<file path="src/rtl/task_4_output.sv">
// task_4_output: 9-bit packet FIFO feeding a store-and-forward stream output.
// A packet is only released once its last byte has been written.
module task_4_output #(
    parameter int DEPTH = 16,
    parameter int AW    = $clog2(DEPTH)
) (
    input  logic       i_clk,
    input  logic       i_rst_n,
    input  logic [7:0] i_data,
    input  logic       i_enb,
    input  logic       i_last,
    input  logic       i_tready,
    output logic [7:0] o_tdata,
    output logic       o_tvalid,
    output logic       o_tdata_last,
    output logic       o_full,
    output logic       o_empty,
    output logic       o_busy,
    output logic       o_overflow
);
    typedef enum logic [1:0] {IDLE, LOAD, SEND} state_t;
    state_t      r_state;
    logic [8:0]  r_mem [DEPTH];
    logic [AW:0] r_wptr, r_rptr, r_pkt_cnt;
    logic [7:0]  r_tdata;
    logic        r_tlast, r_tvalid, r_busy, r_ovf;
    logic        w_wr, w_hs, w_pop;
    logic [8:0]  w_head;
    assign o_full       = (r_wptr[AW] != r_rptr[AW]) && (r_wptr[AW-1:0] == r_rptr[AW-1:0]);
    assign o_empty      = r_wptr == r_rptr;
    assign w_wr         = i_enb && !o_full;
    assign w_hs         = r_tvalid && i_tready;
    assign w_pop        = (r_state == LOAD) || (w_hs && !r_tlast);
    assign w_head       = r_mem[r_rptr[AW-1:0]];
    assign o_tdata      = r_tdata;
    assign o_tdata_last = r_tlast;
    assign o_tvalid     = r_tvalid;
    assign o_busy       = r_busy;
    assign o_overflow   = r_ovf;
    always_ff @(posedge i_clk) begin
        if (w_wr) r_mem[r_wptr[AW-1:0]] <= {i_last, i_data};
    end
    always_ff @(posedge i_clk or negedge i_rst_n) begin
        if (!i_rst_n) begin
            r_wptr    <= '0;
            r_rptr    <= '0;
            r_pkt_cnt <= '0;
            r_ovf     <= 1'b0;
        end else begin
            if (w_wr) r_wptr <= r_wptr + 1'b1;
            if (w_pop) r_rptr <= r_rptr + 1'b1;
            if (i_enb && o_full) r_ovf <= 1'b1;
            r_pkt_cnt <= r_pkt_cnt + (AW+1)'(w_wr && i_last) - (AW+1)'(w_hs && r_tlast);
        end
    end
    // Output register is loaded in LOAD and refilled on every non-last handshake.
    always_ff @(posedge i_clk or negedge i_rst_n) begin
        if (!i_rst_n) begin
            r_state  <= IDLE;
            r_tdata  <= '0;
            r_tlast  <= 1'b0;
            r_tvalid <= 1'b0;
            r_busy   <= 1'b0;
        end else begin
            case (r_state)
                IDLE: if (r_pkt_cnt != '0) begin
                    r_state <= LOAD;
                    r_busy  <= 1'b1;
                end
                LOAD: begin
                    r_tdata  <= w_head[7:0];
                    r_tlast  <= w_head[8];
                    r_tvalid <= 1'b1;
                    r_state  <= SEND;
                end
                SEND: if (w_hs) begin
                    if (r_tlast) begin
                        r_tvalid <= 1'b0;
                        r_busy   <= 1'b0;
                        r_state  <= IDLE;
                    end else begin
                        r_tdata <= w_head[7:0];
                        r_tlast <= w_head[8];
                    end
                end
                default: r_state <= IDLE;
            endcase
        end
    end
endmodule

</file>
<file path="config.mk">
export PLATFORM = sky130hd
export DESIGN_NAME = task_4_output
export DESIGN_NICKNAME = d
export VERILOG_FILES = /design/src/rtl/task_4_output.sv
export SDC_FILE = /design/constraint.sdc
export NUM_CORES = 1
export LEC_CHECK = 0
export ABC_AREA = 1
export CORE_MARGIN = 1.5
export CORE_UTILIZATION = 48
export CTS_CLUSTER_DIAMETER = 100
export DETAILED_ROUTE_END_ITERATION = 7
export DONT_BUFFER_PORTS = 1
export PLACE_DENSITY = 0.68
export SYNTH_ARGS = -nofsm -noshare
export SYNTH_HDL_FRONTEND = slang
export SYNTH_SLANG_ARGS = --single-unit
</file>
<file path="constraint.sdc">
create_clock -name i_clk -period 7 [get_ports i_clk]
set_input_delay 1.4 -clock i_clk [delete_from_list [all_inputs] [get_ports i_clk]]
set_output_delay 1.4 -clock i_clk [all_outputs]
set_load 0.03 [all_outputs]
</file>
## After elaboration in Yosys (flattened, before gate mapping)

Memories as Yosys holds them, arrays and structs flattened.
Cells that the tools add are included.

| cells by class | value |
|---|---|
| $add $sub $neg | 4 |
| mux-type cells | 17 |
| reductions and logical operators | 19 |
| equality and inequality tests | 9 |

Operator list:

| kind | count |
|---|---|
| two-way mux 8 bit | 2 |
| case mux 8 bit (2 select lines) | 1 |
| adder 5 x 1 -> 5 bit (second input constant) | 2 |
| AND reduction 3 bit | 3 |
| inequality test 2 bit (second input constant) | 4 |
| logical AND 1 bit | 7 |
| two-way mux 1 bit | 7 |
| two-way mux 2 bit | 3 |
| case mux 1 bit (2 select lines) | 3 |
| case mux 2 bit (3 select lines) | 1 |
| adder 5 x 1 -> 5 bit | 1 |
| equality test 5 bit | 1 |
| nonzero test 5 bit | 1 |
| subtractor 5 x 1 -> 5 bit | 1 |
| equality test 4 bit | 1 |
| AND reduction 4 bit | 1 |
| nonzero test 2 bit | 2 |
| equality test 2 x 1 -> 1 bit (second input constant) | 1 |
| equality test 2 bit (second input constant) | 1 |
| logical NOT 1 bit | 2 |
| logical NOT 2 bit | 1 |
| AND reduction 2 bit | 1 |
| logical OR 1 bit | 1 |
| inequality test 1 bit | 1 |

| word-level totals | value |
|---|---|
| RAM bits | 144 |
| output and inout bits | 14 |
| input port bits | 13 |
| logic and storage cells | 59 |
| flip-flop bits (word level) | 29 |
| memories | 1 |

Memory list:

| memory | depth | width | read ports | clocked after memory_dff | wr ports | line | source |
|---|---|---|---|---|---|---|---|
| r_mem | 16 | 9 | 1 | 0 | 1 | 23 | `logic [8:0] r_mem [DEPTH];` |

## Logic depth before layout (Yosys ltp)

Gate-level depths: netlist of run 1.

| logic depth | value |
|---|---|
| depth after elaboration | 7 |
| gate-level depth with buffers | 12 |
| mapped depth without buffers | 11 |

## Worst setup path before layout of run 1

Ideal clock, no wire load.

| timing | value |
|---|---|
| path type | input -> register |
| start | input i_tready |
| end | register r_pkt_cnt[4] |
| slack | 4112 ps |
| required time | 6921 ps |
| library setup time | 79 ps |
| path buffers | 0 |
| data arrival time | 2809 ps |
| stages | 9 |
| cells stage by stage | nand2_1 > nor2_1 > ha_1 > inv_1 > ha_1 > inv_1 > fa_1 > o21ai_0 > xor2_1 |

| between the ends | value |
|---|---|
| cells in the longest elaborated chain, start to end | 3 |

Ends and longest elaborated chain:

| what | line | source |
|---|---|---|
| start, declared | 12 | `input logic i_tready,` |
| logical AND 1 bit | 32 | `assign w_hs = r_tvalid && i_tready;` |
| logical AND 1 bit | 53 | `r_pkt_cnt <= r_pkt_cnt + (AW+1)'(w_wr && i_last) - (AW+1)'(w_hs && r_tlast);` |
| subtractor 5 x 1 -> 5 bit | 53 |  |
| end signal, assigned | 53 |  |
| end, declared | 24 | `logic [AW:0] r_wptr, r_rptr, r_pkt_cnt;` |

No other way between the ends.
A chain may end at the register's enable or synchronous reset.

## Worst setup path in the final report of run 1

| timing | value |
|---|---|
| start | register r_rptr[0] |
| end | output o_empty |

| between the ends | value |
|---|---|
| cells in the longest elaborated chain, start to end | 1 |

Ends and longest elaborated chain:

| what | line | source |
|---|---|---|
| start, declared | 24 |  |
| start signal, assigned | 51 | `if (w_pop) r_rptr <= r_rptr + 1'b1;` |
| equality test 5 bit | 30 | `assign o_empty = r_wptr == r_rptr;` |
| end, declared | 17 | `output logic o_empty,` |

No other way between the ends.

==> metrics.yaml, run 1 <==
status: "finished, final reports clean"
cts_resized: 0
leakagePower_nw: 3.44
vias: 5015
drc: 0
cts_hold_buf: 0
critPathBufInv: 1
synth_edf_count: 144
synth-main-ff-cell: "edfxtp_1"
fin_nets: 751
clk_latency_ns: 0.44
ys_seq_area_share_pct: 66.0
area_growth_pct: 8.43
crit_chain: "buf_4 -> xor2_1 -> nor2_1 -> nand2_1 -> nor2_1"
dr.pass1.iters: 6
yosys_warnings: 0
grt_use_total_pct: 21.9
min_path_cells: 1
fmax_ghz: 0.270
hp-class: "register to register"
slew-limit-headroom_pct: 19.4
r2r_end: "r_pkt_cnt[4]$_DFF_PN0_"
n_antenna_cell: 0
fillerInstances: 1310
hold_violations: 0
cts_tree: "done"
clockRootBuffer: "clkbuf_16"
crit_family: "simple AND/OR/NAND/NOR gates"
setup_tns_ns: 0
yosys.cell_types.count: 31
antenna_left: 0
rows: 45
cpMaxStageDelayCell: "buf_4"
cpPeakStageDelay_ns: 0.62
ys_seq_elements: 173
slew_viol_final: 0
hold_path_end: "r_state[0]$_DFFE_PN0P_"
holdCritStartpoint: "r_state[0]$_DFFE_PN0P_"
worst_pin_slew_ns: 1.20
core_um2: 15400
skew_ns: 0.00947
postSynth.asyncResetShare_pct: 16.8
period_share_pct: 52.8
antenna_found_initial: 1
syn_area_per_cell_um2: 10.4
grt_pass1_vias: 4872
cts.reportedPaths.clkPinSlew_ns: 0.06
crit_fanout: 77
finalSetupViolCount: 0
clockBufferDepth: 2
drive_above_1_share_pct: 5.95
syn-cell-area_um2: 7650
initial_core_util_pct: 49.8
end_kind: "output pin"
r2r_setup_slack_ns: 3.95
cts-buffers-inserted: 17
wl_per_cell_um: 18.0
num_io_pins: 27
layout_commonest_cell: "nand2_1"
cp.arrival_ns: 2.30
cap_viol_max_count: 0
postCtsSetupBuffers: 0
io_buffer_count: 0
yosysTopAreaCellShare_pct: 56.5
rsz0062_at_grt: "no"
dp_cells: 918
routed_wl_mm: 17.1
synth_area_leaders: "edfxtp_1 (56%), nand2_1 (12%), dfrtp_1 (9.5%), nand3_1 (5.4%), inv_1 (4.3%)"
crit_type: "register to output pin"
grt_pass1_wl_mm: 26.5
period_needed_ns: 3.70
gr-total-overflow: 0
path_common_cell: "nor2_1"
viasPerCell: 5.28
dp_hpwl_mm: 10.9
cts.sinks: 173
r2r.worst_path.cells: 12
crit_required_ns: 5.60
gp_congestion: 0.959
dieWidth_um: 129
fp.dieH_um: 129
final_cell_mix: "nand2_1 (235), edfxtp_1 (144), inv_1 (88)"
yosys.area.top_type: "edfxtp_1"
worstSetupStartpointType: "register"
peakVddDrop_mv: 0.232
netlist_instances: 735
first_iter_violations: 567
h-tree-depth: 4
layout.cells.non_filler: 950
power_density_nw_per_um2: 429
die-area_um2: 16700
r2r-start: "r_rptr[0]$_DFFE_PN0P_"
synth_nets: 760
grt_max_degree: 78
-- synth_stat cells (2+ instances only) --
| cell type | instances |
|---|---|
| inv_2 | 2 |
| edfxtp_1 | 144 |
| xor2_1 | 11 |
| buf_4 | 7 |
| buf_6 | 7 |
| clkbuf_1 | 3 |
| nand2_1 | 235 |
| a21oi_1 | 10 |
| nor3_1 | 16 |
| nand3_1 | 82 |
| inv_1 | 88 |
| nor2_1 | 50 |
| clkinv_1 | 2 |
| o21ai_0 | 5 |
| nand2_2 | 4 |
| dfrtp_1 | 29 |
| xnor2_1 | 5 |
| buf_2 | 12 |
| ha_1 | 11 |
-- per-stage QoR --
step	setup WS (ns)	area [µm²]	hold WS (ns)	utilization (%)	power [W]
detailed placement	3.75	7720	0.435	50.3	0.00264
CTS	3.28	8300	0.454	54.0	0.00355
finish	3.30	8300	0.448	54.0	0.00356
global placement	3.76	7720	0.439	50.3	0.00261
floorplan	4.11	7650	0.412	-	0.00239
global route	3.13	8300	0.498	54.0	0.00377
-- sequential cells by signal, indices dropped and copies added, names as in the netlist --
name and count:
o_tdata_last 1, r_pkt_cnt 5, o_tdata 8, o_tvalid 1, r_wptr 5, r_rptr 5
r_mem 144, o_busy 1, r_state 2, o_overflow 1
-- worst reg2reg max path: stages (launching register included) --
cell and delay (ns):
dfrtp_2 0.34, buf_4 0.62, xor2_1 0.14, nor2_1 0.24
nand3_4 0.17, nand3_1 0.13, ha_1 0.24, inv_1 0.06
ha_1 0.15, inv_1 0.05, fa_1 0.40, o21ai_0 0.24
xor2_1 0.19
-- how the worst max path moves through the flow --
| stage | start | to | cells past startpoint |
|---|---|---|---|
| 2_1_floorplan | i_tready | r_pkt_cnt[4]$_DFF_PN0_ | 9 |
| 3_3_place_gp | r_rptr[0]$_DFFE_PN0P_ | o_empty | 5 |
| 3_5_place_dp | r_rptr[0]$_DFFE_PN0P_ | o_empty | 5 |
| 4_1_cts | r_rptr[0]$_DFFE_PN0P_ | o_empty | 5 |
| 5_1_grt | r_rptr[0]$_DFFE_PN0P_ | o_empty | 5 |
| 6_report | r_rptr[0]$_DFFE_PN0P_ | o_empty | 5 |
-- logic make-up after synthesis --
family / count (synthesis) / share of synthesized area [%]
AND/OR/NAND/NOR: 393 / 21.5
flip-flops: 173 / 66.0
buffers and inverters: 122 / 7.26
AO/OA/AOI/OAI: 19 / 1.41
XOR/XNOR: 16 / 1.83
adder cells (fa/ha/maj): 12 / 2.06
-- power by group --
group,internal (W),switching [W]
registers,0.00129,0.000174
clock network,0.000527,0.000396
logic,0.000348,0.000829
-- layer usage --
| metal | GRT usage (%) | wire length (µm) | vias up |
|---|---|---|---|
| met1 | 30.1 | 7370 | 2422 |
| li1 | - | - | 2361 |
| met4 | 7.34 | 313 | 0 |
| met2 | 34.4 | 7990 | 198 |
| met3 | 5.57 | 1380 | 34 |
| met5 | 0 | 0 | - |
-- area by class of cell --
| class | instances | area, µm² | share of cell area, % |
|---|---|---|---|
| repair buffers | 2 | 15.0 | 0.181 |
| inverters | 92 | 345 | 4.16 |
| flip-flops and latches | 173 | 5050 | 60.9 |
| well taps | 211 | 264 | 3.18 |
| clock inverters | 13 | 143 | 1.72 |
| clock buffers | 19 | 433 | 5.22 |
| multi-input cells | 440 | 2050 | 24.7 |
Note: power is estimated with default switching activity, not from simulation.
==> inputs of run 2 (changes only) <==
- PLACE_DENSITY: 0.68 -> 0.7
- clock period: 7 -> 3.22 ns (I/O delays scaled with it)
==> run 2 against run 1 <==
Compared with the run above: cell area grew 1.9%; largest power group unchanged; clock skew is essentially flat; final cell count grew 2.0%; non-clock buffer count grew 19; worst setup slack lost 2.7 ns; hold slack lost 0.43 ns; sequential share of layout area shrank 1.2 points; die area is the same; power grew 120%; via count is the same.
==> metrics.yaml, run 2 (synthesized netlist as in run 1, its figures left out) <==
vias: 5015  # unchanged
sequentialPowerShare_pct: 40.4  # was 41.0%
fmax_ghz: 0.382
slew-limit-headroom_pct: 45.4  # was 19.4%
first_iter_violations: 655  # was 567
switching_share_pct: 38.7  # was 39.3%
clk_latency_ns: 0.44  # about the same
crit_chain: "xor2_1 -> nor2_2 -> nand3_4 -> nand3_1 -> ha_1 -> inv_1 -> ha_1 -> inv_1 -> fa_1 -> o21ai_0 -> xor2_1"  # was buf_4 -> xor2_1 -> nor2_1 -> nand2_1 -> nor2_1
grt_pass1_wl_mm: 26.2  # was 26.5 mm
drive_above_1_share_pct: 7.78  # was 5.95%
leakagePower_nw: 3.56  # was 3.44 nW
finalSetupViolCount: 0  # unchanged
layout.cells.non_filler: 969  # was 950
rows: 45  # unchanged
viasPerCell: 5.18  # was 5.28
hold_slack_ns: 0.0176  # was 0.448 ns
largest_reg_flops: 144  # unchanged
die-area_um2: 16700  # unchanged
crit_fanout: 15  # was 77
r2r.worst_path.cells: 11  # was 12
drc: 0  # unchanged
slew_viol_final: 0  # unchanged
power_density_nw_per_um2: 926  # was 429 nW/µm²
cts.sinks: 173  # unchanged
r2r-start: "r_rptr[2]$_DFFE_PN0P_"  # was r_rptr[0]$_DFFE_PN0P_
skew_ns: 0.00990  # was 0.00947 ns
core_um2: 15400  # unchanged
routed_wl_mm: 16.6  # was 17.1 mm
fp.dieH_um: 129  # unchanged
cts-buffers-inserted: 17  # unchanged
n_antenna_cell: 0  # unchanged
antenna_found_initial: 0  # was 1
r2r_end: "r_pkt_cnt[4]$_DFF_PN0_"  # unchanged
end_kind: "register"  # was output pin
crit_type: "register to register"  # was register to output pin
cpMaxStageDelayCell: "dfrtp_1"  # was buf_4
rsz0062_at_grt: "no"  # unchanged
cts_tree: "done"  # unchanged
dieWidth_um: 129  # unchanged
grt_max_degree: 76  # was 78
cts_resized: 0  # unchanged
cp.arrival_ns: 2.99  # was 2.30 ns
intPower_w: 0.00480  # was 0.00216 W
grt_use_total_pct: 21.8  # was 21.9%
hold_violations: 0  # unchanged
clockRootBuffer: "clkbuf_16"  # unchanged
cts.reportedPaths.clkPinSlew_ns: 0.07  # was 0.06 ns
peakVddDrop_mv: 0.480  # was 0.232 mV
final_cell_mix: "nand2_1 (235), edfxtp_1 (144), inv_1 (88)"  # unchanged
gr-total-overflow: 0  # unchanged
dp_hpwl_mm: 10.4  # was 10.9 mm
utilization_pct: 55.1  # was 54.0%
cpPeakStageDelay_ns: 0.68  # was 0.62 ns
crit_required_ns: 3.59  # was 5.60 ns
period_share_pct: 81.4
num_io_pins: 27  # unchanged
cap_viol_max_count: 0  # unchanged
initial_core_util_pct: 49.8  # unchanged
area_growth_pct: 10.5  # was 8.43%
layout_commonest_cell: "nand2_1"  # unchanged
setup_tns_ns: 0  # unchanged
io_buffer_count: 0  # unchanged
wl_per_cell_um: 17.2  # was 18.0 µm
status: "finished, final reports clean"  # unchanged
combPwrFrac_pct: 33.6  # was 33.1%
worstSetupStartpointType: "register"  # unchanged
p_sw_w: 0.00303  # was 0.00140 W
dr.pass1.iters: 4  # was 6
worst_pin_slew_ns: 0.820  # was 1.20 ns
h-tree-depth: 4  # unchanged
p_clk_share_pct: 25.9  # about the same
r2r_setup_slack_ns: 0.60  # was 3.95 ns
grt_pass1_vias: 4904  # was 4872
gp_congestion: 0.900  # was 0.959
fin_nets: 770  # was 751
period_needed_ns: 2.62
dp_cells: 936  # was 918
antenna_left: 0  # unchanged
clockBufferDepth: 2  # unchanged
report.power.total_w: 0.00784  # was 0.00356 W
hp-class: "input port to async pin"  # was register to register
## run 2: cell types whose count changed in the layout (fill, tap and decap cells not counted)
cell        before  now
buf_4            2   20
clkinv_1         2    6
clkinvlp_4       4    1
buf_12           0    1
bufinv_16        2    3
clkinv_2         3    2
clkinv_4         2    3
inv_6            1    0
inv_8            1    0
## run 2: area by class of cell
type	count	area, µm²
Clock buffer	19	433
Inverter	92	345
Multi-Input combinational cell	440	2050
Sequential cell	173	5050
Timing Repair Buffer	21	170
Clock inverter	13	149
Tap cell	211	264
Fill cell	1294	6910
## run 2: through the flow
stage	setup slack (ns)	instance area (µm²)
5_1_grt	0.381	8460
3_3_place_gp	0.672	7860
3_5_place_dp	0.626	7860
6_report	0.600	8460
4_1_cts	0.608	8460
2_1_floorplan	0.951	7650
## run 2: critical path: cells and delay by family, from the launching register on
kind            cells  cell delay [ns]
flops               1             0.68
fa+ha+maj           3             0.77
compound gates      1             0.24
simple gates        3             0.44
buf+inv             2             0.10
xor+xnor            2             0.31
## run 2: timing repair
item | 4_1_cts | 5_1_grt
hold buffers | 1 | 0
buffers inserted | 0 | 0
endpoints found under the hold margin | 29 | 0
## run 2: worst max-delay path by stage
stage                           from  slack (ns)                      to  depth (start not counted)
2_1_floorplan  r_wptr[0]$_DFFE_PN0P_        0.95  r_pkt_cnt[4]$_DFF_PN0_                         11
3_3_place_gp   r_rptr[2]$_DFFE_PN0P_        0.67  r_pkt_cnt[4]$_DFF_PN0_                         11
3_5_place_dp   r_rptr[2]$_DFFE_PN0P_        0.63  r_pkt_cnt[4]$_DFF_PN0_                         11
4_1_cts        r_rptr[2]$_DFFE_PN0P_        0.61  r_pkt_cnt[4]$_DFF_PN0_                         11
5_1_grt        r_rptr[2]$_DFFE_PN0P_        0.38  r_pkt_cnt[4]$_DFF_PN0_                         11
6_report       r_rptr[2]$_DFFE_PN0P_        0.60  r_pkt_cnt[4]$_DFF_PN0_                         11
## run 2: power by group through the flow
stage | Sequential (W) | Clock, W | Combinational, W
finish | 0.00317 | 0.00203 | 0.00263
CTS | 0.00317 | 0.00206 | 0.00263
global route | 0.00321 | 0.00215 | 0.00298
detailed placement | 0.00322 | 0 | 0.00259
floorplan | 0.00314 | 0 | 0.00205
global placement | 0.00320 | 0 | 0.00251
## run 2: metal layers
metal	routed length (µm)	share of wire, %	global-route usage (%)	vias to the layer above
met5	0	0	0	-
met4	438	2.6	9.72	0
met3	1130	6.8	6.69	28
met2	7780	47	33.5	192
met1	7270	44	28.6	2387
li1	-	-	-	2408
